===== config.mk =====
export PLATFORM = sky130hd
export DESIGN_NAME = xsz_beat_seq_flat
export DESIGN_NICKNAME = d
export VERILOG_FILES = /design/src/rtl/xsz_pkg.sv /design/src/rtl/xsz_beat_seq_if.sv /design/src/rtl/xsz_next_beat.sv /design/src/rtl/xsz_beat_seq.sv /design/src/flat_wrapper.sv
export SDC_FILE = /design/constraint.sdc
export NUM_CORES = 1
export LEC_CHECK = 0
export ABC_AREA = 1
export CAP_MARGIN = 20
export CORE_MARGIN = 2
export CORE_UTILIZATION = 35
export DETAILED_ROUTE_END_ITERATION = 7
export GPL_ROUTABILITY_DRIVEN = 1
export PLACE_DENSITY = 0.71
export REMOVE_ABC_BUFFERS = 1
export SLEW_MARGIN = 20
export SYNTH_ARGS = -nofsm -noshare
export SYNTH_HDL_FRONTEND = slang
export SYNTH_SLANG_ARGS = --single-unit

===== constraint.sdc =====
create_clock -name clk_i -period 1.8 [get_ports clk_i]
set_clock_uncertainty 0.1 [all_clocks]
set_input_delay 0.36 -clock clk_i [delete_from_list [all_inputs] [get_ports clk_i]]
set_output_delay 0.36 -clock clk_i [all_outputs]
set_load 0.02 [all_outputs]

===== src/rtl/xsz_pkg.sv =====
// Shared definitions for the wide-to-narrow write sequencer.
// Contents: sequencer state encoding, width helper functions and a
// request record sized for the default 19-bit address / 64-bit data path.
package xsz_pkg;

    typedef enum logic {
        XS_IDLE = 1'b0,
        XS_SEND = 1'b1
    } xsz_seq_st_e;

    localparam int XS_AW  = 19;
    localparam int XS_DWI = 64;

    // Number of narrow beats that make up one wide word.
    function automatic int nb_f(input int dwi, input int dwo);
        return dwi / dwo;
    endfunction

    // Address bit where the beat index starts (log2 of narrow bytes).
    function automatic int lo_f(input int dwo);
        return $clog2(dwo / 8);
    endfunction

    typedef struct packed {
        logic [XS_AW-1:0]    adr;
        logic [XS_DWI-1:0]   dat;
        logic [XS_DWI/8-1:0] strb;
    } req_t;

endpackage


===== src/rtl/xsz_beat_seq_if.sv =====
// Bundle of the wide request port and the narrow beat port of the sequencer.
// Signal suffixes are written from the sequencer's point of view.
//   req_*  : wide request (vld/rdy, byte address, data, byte strobes)
//   beat_* : narrow beat (vld/rdy, byte address, data, strobes, last)
//   busy_o : a request is currently held
// Modports: slave = the sequencer, master = whoever drives requests and
// accepts beats.
interface xsz_beat_seq_if #(
    parameter int AW  = 19,
    parameter int DWI = 64,
    parameter int DWO = 32
);
    logic               req_vld_i;
    logic               req_rdy_o;
    logic [AW-1:0]      req_adr_i;
    logic [DWI-1:0]     req_dat_i;
    logic [DWI/8-1:0]   req_strb_i;
    logic               beat_vld_o;
    logic               beat_rdy_i;
    logic [AW-1:0]      beat_adr_o;
    logic [DWO-1:0]     beat_dat_o;
    logic [DWO/8-1:0]   beat_strb_o;
    logic               beat_last_o;
    logic               busy_o;

    modport slave (
        input  req_vld_i, req_adr_i, req_dat_i, req_strb_i, beat_rdy_i,
        output req_rdy_o, beat_vld_o, beat_adr_o, beat_dat_o, beat_strb_o,
               beat_last_o, busy_o
    );

    modport master (
        output req_vld_i, req_adr_i, req_dat_i, req_strb_i, beat_rdy_i,
        input  req_rdy_o, beat_vld_o, beat_adr_o, beat_dat_o, beat_strb_o,
               beat_last_o, busy_o
    );
endinterface


===== src/rtl/xsz_next_beat.sv =====
// Masked priority finder over per-beat "issuable" flags.
// Ports:
//   flag_i    : one bit per beat index, 1 = beat may be issued
//   k_i       : reference index
//   next_k_o  : lowest flagged index above k_i (or >= k_i when INCL=1)
//   found_o   : such an index exists
//   is_last_o : found, and no further flagged index lies beyond next_k_o
// Purely combinational.
module xsz_next_beat #(
    parameter int NB   = 2,
    parameter int KW   = 1,
    parameter bit INCL = 1'b0
) (
    input  logic [NB-1:0] flag_i,
    input  logic [KW-1:0] k_i,
    output logic [KW-1:0] next_k_o,
    output logic          found_o,
    output logic          is_last_o
);
    logic [NB-1:0] mask;
    logic          hit;
    logic          later;

    // Only indices past the reference (or at it, for the start search)
    // are candidates.
    generate
        for (genvar gi = 0; gi < NB; gi++) begin : g_mask
            assign mask[gi] = flag_i[gi] &&
                              ((gi > int'(k_i)) || (INCL && (gi == int'(k_i))));
        end
    endgenerate

    always_comb begin
        hit      = 1'b0;
        later    = 1'b0;
        next_k_o = '0;
        for (int i = 0; i < NB; i++) begin
            if (mask[i]) begin
                if (hit) begin
                    later = 1'b1;
                end else begin
                    hit      = 1'b1;
                    next_k_o = KW'(i);
                end
            end
        end
    end

    assign found_o   = hit;
    assign is_last_o = hit & ~later;
endmodule


===== src/rtl/xsz_beat_seq.sv =====
// Wide-to-narrow write sequencer. Captures one wide request and replays it
// as consecutive narrow beats, each with its own address, data slice,
// strobe slice and last flag. With SKIP_EMPTY=1 beats whose strobe slice is
// all zero are never issued; an all-empty request is consumed silently.
// Ports:
//   clk_i  : clock, rising edge
//   rstn_i : asynchronous active-low reset
//   bus    : request + beat handshake bundle (slave side)
module xsz_beat_seq
    import xsz_pkg::*;
#(
    parameter int AW         = 19,
    parameter int DWI        = 64,
    parameter int DWO        = 32,
    parameter bit SKIP_EMPTY = 1'b1
) (
    input  logic           clk_i,
    input  logic           rstn_i,
    xsz_beat_seq_if.slave  bus
);
    localparam int NB = nb_f(DWI, DWO);
    localparam int LO = lo_f(DWO);
    localparam int HI = $clog2(DWI / 8) - 1;
    localparam int KW = $clog2(NB);
    localparam int SB = DWO / 8;

    localparam logic [0:0] ST_IDLE = XS_IDLE;
    localparam logic [0:0] ST_SEND = XS_SEND;

    logic [0:0]        state_q, state_d;
    logic [KW-1:0]     k_q, k_d;
    logic              last_q, last_d;
    logic [AW-HI-2:0]  adr_q, adr_d;     // only the wide-word address is kept
    logic [DWI-1:0]    dat_q, dat_d;
    logic [DWI/8-1:0]  strb_q, strb_d;

    logic [NB-1:0]     req_ne;
    logic [NB-1:0]     cap_ne;
    logic [KW-1:0]     st_k, nx_k;
    logic              st_found, st_last;
    logic              nx_found, nx_last;
    logic              send, beat_hs, req_rdy, accept;
    logic              unused_adr_lo;

    // Issuable-beat flags, from the incoming request (start search) and
    // from the captured request (advance search).
    generate
        for (genvar gi = 0; gi < NB; gi++) begin : g_flags
            assign req_ne[gi] = SKIP_EMPTY ? (|bus.req_strb_i[gi*SB +: SB]) : 1'b1;
            assign cap_ne[gi] = SKIP_EMPTY ? (|strb_q[gi*SB +: SB]) : 1'b1;
        end
    endgenerate

    xsz_next_beat #(.NB(NB), .KW(KW), .INCL(1'b1)) u_start (
        .flag_i    (req_ne),
        .k_i       (bus.req_adr_i[HI:LO]),
        .next_k_o  (st_k),
        .found_o   (st_found),
        .is_last_o (st_last)
    );

    xsz_next_beat #(.NB(NB), .KW(KW), .INCL(1'b0)) u_next (
        .flag_i    (cap_ne),
        .k_i       (k_q),
        .next_k_o  (nx_k),
        .found_o   (nx_found),
        .is_last_o (nx_last)
    );

    assign send    = (state_q == ST_SEND);
    assign beat_hs = send & bus.beat_rdy_i;
    // Ready while idle, or when the final beat leaves this cycle so the
    // next request follows without a bubble (combinational from beat_rdy_i).
    assign req_rdy = rstn_i & (~send | (last_q & bus.beat_rdy_i));
    assign accept  = bus.req_vld_i & req_rdy;

    // Sub-beat address bits are deliberately dropped.
    assign unused_adr_lo = ^bus.req_adr_i[LO-1:0];

    always_comb begin
        state_d = state_q;
        k_d     = k_q;
        last_d  = last_q;
        adr_d   = adr_q;
        dat_d   = dat_q;
        strb_d  = strb_q;
        if (accept) begin
            adr_d  = bus.req_adr_i[AW-1:HI+1];
            dat_d  = bus.req_dat_i;
            strb_d = bus.req_strb_i;
            if (st_found) begin
                state_d = ST_SEND;
                k_d     = st_k;
                last_d  = st_last;
            end else begin
                state_d = ST_IDLE;
                last_d  = 1'b0;
            end
        end else if (beat_hs) begin
            if (last_q) begin
                state_d = ST_IDLE;
                last_d  = 1'b0;
            end else if (nx_found) begin
                k_d    = nx_k;
                last_d = nx_last;
            end
        end
    end

    always_ff @(posedge clk_i or negedge rstn_i) begin
        if (!rstn_i) begin
            state_q <= ST_IDLE;
            k_q     <= '0;
            last_q  <= 1'b0;
            adr_q   <= '0;
            dat_q   <= '0;
            strb_q  <= '0;
        end else begin
            state_q <= state_d;
            k_q     <= k_d;
            last_q  <= last_d;
            adr_q   <= adr_d;
            dat_q   <= dat_d;
            strb_q  <= strb_d;
        end
    end

    assign bus.req_rdy_o   = req_rdy;
    assign bus.beat_vld_o  = send;
    assign bus.busy_o      = send;
    assign bus.beat_last_o = send & last_q;
    assign bus.beat_adr_o  = {adr_q, k_q, {LO{1'b0}}};
    assign bus.beat_dat_o  = dat_q[k_q*DWO +: DWO];
    assign bus.beat_strb_o = strb_q[k_q*SB +: SB];
endmodule

===== src/flat_wrapper.sv =====
// flat-port wrapper written by rule: the top's interface ports become plain ports
module xsz_beat_seq_flat import xsz_pkg::*;
#(
    parameter int AW         = 19,
    parameter int DWI        = 64,
    parameter int DWO        = 32,
    parameter bit SKIP_EMPTY = 1'b1
)
  (clk_i, rstn_i, bus_req_vld_i, bus_req_adr_i, bus_req_dat_i, bus_req_strb_i, bus_beat_rdy_i, bus_req_rdy_o, bus_beat_vld_o, bus_beat_adr_o, bus_beat_dat_o, bus_beat_strb_o, bus_beat_last_o, bus_busy_o);
  xsz_beat_seq_if #(.AW(AW), .DWI(DWI), .DWO(DWO)) bus_i ();
  input  logic clk_i;
  input  logic rstn_i;
  input wire logic [$bits(bus_i.req_vld_i)-1:0] bus_req_vld_i;
  input wire logic [$bits(bus_i.req_adr_i)-1:0] bus_req_adr_i;
  input wire logic [$bits(bus_i.req_dat_i)-1:0] bus_req_dat_i;
  input wire logic [$bits(bus_i.req_strb_i)-1:0] bus_req_strb_i;
  input wire logic [$bits(bus_i.beat_rdy_i)-1:0] bus_beat_rdy_i;
  output wire logic [$bits(bus_i.req_rdy_o)-1:0] bus_req_rdy_o;
  output wire logic [$bits(bus_i.beat_vld_o)-1:0] bus_beat_vld_o;
  output wire logic [$bits(bus_i.beat_adr_o)-1:0] bus_beat_adr_o;
  output wire logic [$bits(bus_i.beat_dat_o)-1:0] bus_beat_dat_o;
  output wire logic [$bits(bus_i.beat_strb_o)-1:0] bus_beat_strb_o;
  output wire logic [$bits(bus_i.beat_last_o)-1:0] bus_beat_last_o;
  output wire logic [$bits(bus_i.busy_o)-1:0] bus_busy_o;
  assign bus_i.req_vld_i = bus_req_vld_i;
  assign bus_i.req_adr_i = bus_req_adr_i;
  assign bus_i.req_dat_i = bus_req_dat_i;
  assign bus_i.req_strb_i = bus_req_strb_i;
  assign bus_i.beat_rdy_i = bus_beat_rdy_i;
  assign bus_req_rdy_o = bus_i.req_rdy_o;
  assign bus_beat_vld_o = bus_i.beat_vld_o;
  assign bus_beat_adr_o = bus_i.beat_adr_o;
  assign bus_beat_dat_o = bus_i.beat_dat_o;
  assign bus_beat_strb_o = bus_i.beat_strb_o;
  assign bus_beat_last_o = bus_i.beat_last_o;
  assign bus_busy_o = bus_i.busy_o;
  xsz_beat_seq #(.AW(AW), .DWI(DWI), .DWO(DWO), .SKIP_EMPTY(SKIP_EMPTY)) u_core (.clk_i(clk_i), .rstn_i(rstn_i), .bus(bus_i));
endmodule

==> run_summary.xml <==
<?xml version="1.0" encoding="UTF-8"?>
<metrics>
  <group name="outcome">
    <metric name="status" unit="">finished with violations</metric>
    <metric name="failed_checks" unit="">DRC, hold timing, setup timing</metric>
  </group>
  <group name="detailed_routing">
    <metric name="initialDrtViolationCount" unit="">359</metric>
    <metric name="ant_nets" unit="">0</metric>
    <metric name="routed_wl" unit="mm">11.8</metric>
    <metric name="dr_total_vias" unit="">3969</metric>
    <metric name="avgRoutedWirePerCell" unit="µm">14.3</metric>
    <metric name="vias_per_cell" unit="">4.81</metric>
    <metric name="post-route-drc-count" unit="">22</metric>
    <metric name="drt_pre_antenna_iters" unit="">6</metric>
  </group>
  <group name="critical_path">
    <metric name="worst-r2r-setup-slack" unit="ns">0.31</metric>
    <metric name="path_class" unit="">reg -&gt; out</metric>
    <metric name="reg2reg_from" unit="">u_core.last_q</metric>
    <metric name="worstPathBufferInverterCount" unit="">3</metric>
    <metric name="setup.worst_path.end_class" unit="">output pin</metric>
    <metric name="start_kind" unit="">flop</metric>
    <metric name="largest_incremental_delay_on_the_critical_path" unit="ns">0.43</metric>
    <metric name="ff2ff_path_depth" unit="">6</metric>
    <metric name="reg2reg_to" unit="">u_core.k_q</metric>
    <metric name="cp.required" unit="ns">1.34</metric>
    <metric name="path_cells" unit="">buf_4, buf_12, o21ai_0, buf_2</metric>
    <metric name="cp_top_family" unit="">buffers and inverters</metric>
    <metric name="critical_path.slowest_cell" unit="">dfrtp_2</metric>
    <metric name="cp_data_arrival_time" unit="ns">1.44</metric>
    <metric name="timing.critical_path.fanout_max" unit="">14</metric>
  </group>
  <group name="floorplanning">
    <metric name="boundaryPins" unit="">154</metric>
    <metric name="floorplan.initialDensity" unit="%">36.2</metric>
    <metric name="die_y" unit="µm">113</metric>
    <metric name="die_area" unit="µm²">12800</metric>
    <metric name="floorplan_core_area" unit="µm²">11500</metric>
    <metric name="rows" unit="">39</metric>
    <metric name="dieWidth" unit="µm">113</metric>
  </group>
  <group name="placement">
    <metric name="place.port_buffers" unit="">149</metric>
    <metric name="dp.cells" unit="">796</metric>
    <metric name="place.detailed.hpwl" unit="mm">7.26</metric>
    <metric name="dpl_cell_area" unit="µm²">5790</metric>
    <metric name="place_congestion" unit="">0.762</metric>
  </group>
  <group name="final_layout">
    <metric name="layout.cells.non_filler" unit="">825</metric>
    <metric name="postLayoutCellArea" unit="µm²">6600</metric>
    <metric name="layout_common_cells" unit="">216 x nand2_1, 99 x clkdlybuf4s50_1, 89 x dfrtp_1, 83 x nand3_1, 45 x nand2_2</metric>
    <metric name="share_of_layout_cells_above_drive_strength_1" unit="%">20.6</metric>
    <metric name="layout.cells.most_common" unit="">nand2_1</metric>
    <metric name="n_fill_cell" unit="">1026</metric>
    <metric name="synthToLayoutAreaGrowth" unit="%">58.3</metric>
    <metric name="nets" unit="">773</metric>
  </group>
  <group name="synthesis">
    <metric name="synth_seq_cells" unit="">91</metric>
    <metric name="yosysUniqueCellTypes" unit="">21</metric>
    <metric name="synth_area_per_cell" unit="µm²">7.85</metric>
    <metric name="seq_area_frac_synth" unit="%">54.7</metric>
    <metric name="synth_cells" unit="">531</metric>
    <metric name="synth_area" unit="µm²">4170</metric>
    <metric name="synthesis.yosys.warnings" unit="">0</metric>
  </group>
  <group name="sta">
    <metric name="rsz0062_at_grt" unit="">true</metric>
    <metric name="hold_ws" unit="ns">-0.0334</metric>
    <metric name="finalSetupTns" unit="ns">-1.65</metric>
    <metric name="setup_viol_count_final" unit="">31</metric>
    <metric name="fin_ws" unit="ns">-0.0991</metric>
    <metric name="worst-slew-pin-transition" unit="ns">0.507</metric>
    <metric name="hold_viol" unit="">10</metric>
    <metric name="min_cycle_time_layout" unit="ns">1.90</metric>
    <metric name="max_freq" unit="MHz">527</metric>
    <metric name="worst_slew_margin_rel" unit="%">66.2</metric>
    <metric name="post-route-period-util" unit="%">106</metric>
    <metric name="final_max_slew_viol_count" unit="">0</metric>
  </group>
  <group name="clock_network">
    <metric name="clk_pin_slew_worst_paths" unit="ns">0.06</metric>
    <metric name="tritoncts_num_sinks" unit="">91</metric>
    <metric name="cts_htree_levels" unit="">3</metric>
    <metric name="cts_max_path_buffers" unit="">2</metric>
    <metric name="tritoncts_clock_tree" unit="">yes</metric>
    <metric name="worstSkewPairLatency" unit="ns">0.33</metric>
    <metric name="ctsRootBufferMaster" unit="">clkbuf_16</metric>
    <metric name="cts_inserted_buffers" unit="">9</metric>
  </group>
  <group name="flow_run">
    <metric name="drv.max_cap_violation_count" unit="">0</metric>
  </group>
  <group name="power">
    <metric name="power.density" unit="nW/µm²">1880</metric>
    <metric name="ir_drop" unit="mV">0.855</metric>
    <metric name="cellLeakagePower" unit="nW">3.44</metric>
  </group>
  <group name="global_routing">
    <metric name="global_route.overflow_total" unit="">0</metric>
    <metric name="grt_pass1_wl" unit="mm">18.7</metric>
    <metric name="first_global_vias" unit="">3900</metric>
    <metric name="groute.usage.overall" unit="%">18.2</metric>
    <metric name="largest_net_degree_at_the_start_of_global_routing" unit="">94</metric>
    <metric name="antenna_found_initial" unit="">1</metric>
  </group>
  <group name="min_path">
    <metric name="min_path_type" unit="">in -&gt; async</metric>
  </group>
</metrics>
registers in the layout (all words and copies together) (netlist names):
signal                 count
u_core.adr_q              16
u_core.strb_q              8
u_core.dat_q              64
u_core.last_q              1
u_core.k_q                 1
u_core.bus.beat_vld_o      1
layer usage:
metal | global-route usage, % | part of all wire [%] | vias up
met5 | 0 | 0 | -
met4 | 6.59 | 1.3 | 0
met3 | 4.93 | 7.6 | 10
met2 | 29.5 | 48 | 126
met1 | 23.5 | 43 | 1874
li1 | - | - | 1959
final cells by class:
| class | instances | area [µm²] | share of cell area (%) |
|---|---|---|---|
| Sequential cell | 91 | 2280 | 34.6 |
| Timing Repair Buffer | 172 | 1900 | 28.8 |
| Multi-Input combinational cell | 384 | 1820 | 27.6 |
| Clock buffer | 11 | 243 | 3.68 |
| Tap cell | 143 | 179 | 2.71 |
| Clock inverter | 5 | 100 | 1.52 |
| Inverter | 18 | 72.6 | 1.10 |
| Antenna cell | 1 | 2.50 | 0.0379 |
metrics by stage:
step,util (%),hold slack [ns],setup slack (ns),total power [W]
after floorplan,-,-0.0356,-2.37,0.00635
after global placement,50.3,0.361,-0.465,0.00892
after detailed placement,50.3,0.365,-0.467,0.00905
after CTS,55.1,0.0113,-0.159,0.0119
after global routing,57.3,0.0179,-0.151,0.0132
final,57.3,-0.0334,-0.0991,0.0124
worst reg2reg max path, cell delays in order, from the launching register on:
cell and delay [ns]:
dfrtp_1 0.39, nand2_1 0.12, a21boi_4 0.18, buf_12 0.31, nand3_1 0.14, nand2_1 0.09, nand2_1 0.05
logic make-up after synthesis:
group                    after synthesis  share of synthesized area (%)
AND/OR/NAND/NOR                      362                           35.7
flip-flops                            91                           54.7
buffers and inverters                 57                           6.64
AO/OA/AOI/OAI                         18                           2.31
adder cells (fa/ha/maj)                2                          0.601
other                                  1                         0.0900
worst max-delay path by stage:
stage	depth (start not counted)	start	slack, ns	to
6_report	4	u_core.k_q	-0.1	bus_beat_dat_o[29]
5_1_grt	7	u_core.k_q	-0.15	bus_beat_dat_o[6]
4_1_cts	7	u_core.k_q	-0.16	bus_beat_dat_o[16]
3_5_place_dp	7	bus_beat_rdy_i	-0.47	u_core.k_q
3_3_place_gp	7	bus_beat_rdy_i	-0.47	u_core.k_q
2_1_floorplan	4	u_core.bus.beat_vld_o	-2.37	u_core.k_q
cell usage after synthesis (all sizes together):
cell type,count,area share [%]
clkinv,1,0.090
nand3b,1,0.18
nand4,2,0.30
o21ai,12,1.4
a31o,1,0.21
buf,20,3.3
nand3,84,10
a21oi,4,0.48
inv,17,1.5
a21boi,1,0.18
nand2,268,24
conb,1,0.090
clkbuf,19,1.7
dfrtp,91,55
ha,2,0.60
nor2,7,0.63
timing repair:
action                     4_1_cts  5_1_grt
hold buffers                     0        0
pin swaps                        3       13
resized for setup              254       80
cloned                           3        1
setup endpoints to repair      121       55
setup buffers                    7        5
where the power goes:
group / switching [W] / leakage [nW] / internal [W]
clock network: 0.000747 / 0.170 / 0.00139
logic: 0.00343 / 2.15 / 0.00310
registers: 0.000652 / 1.12 / 0.00306
No activity file was read; power rests on OpenSTA's default activity.
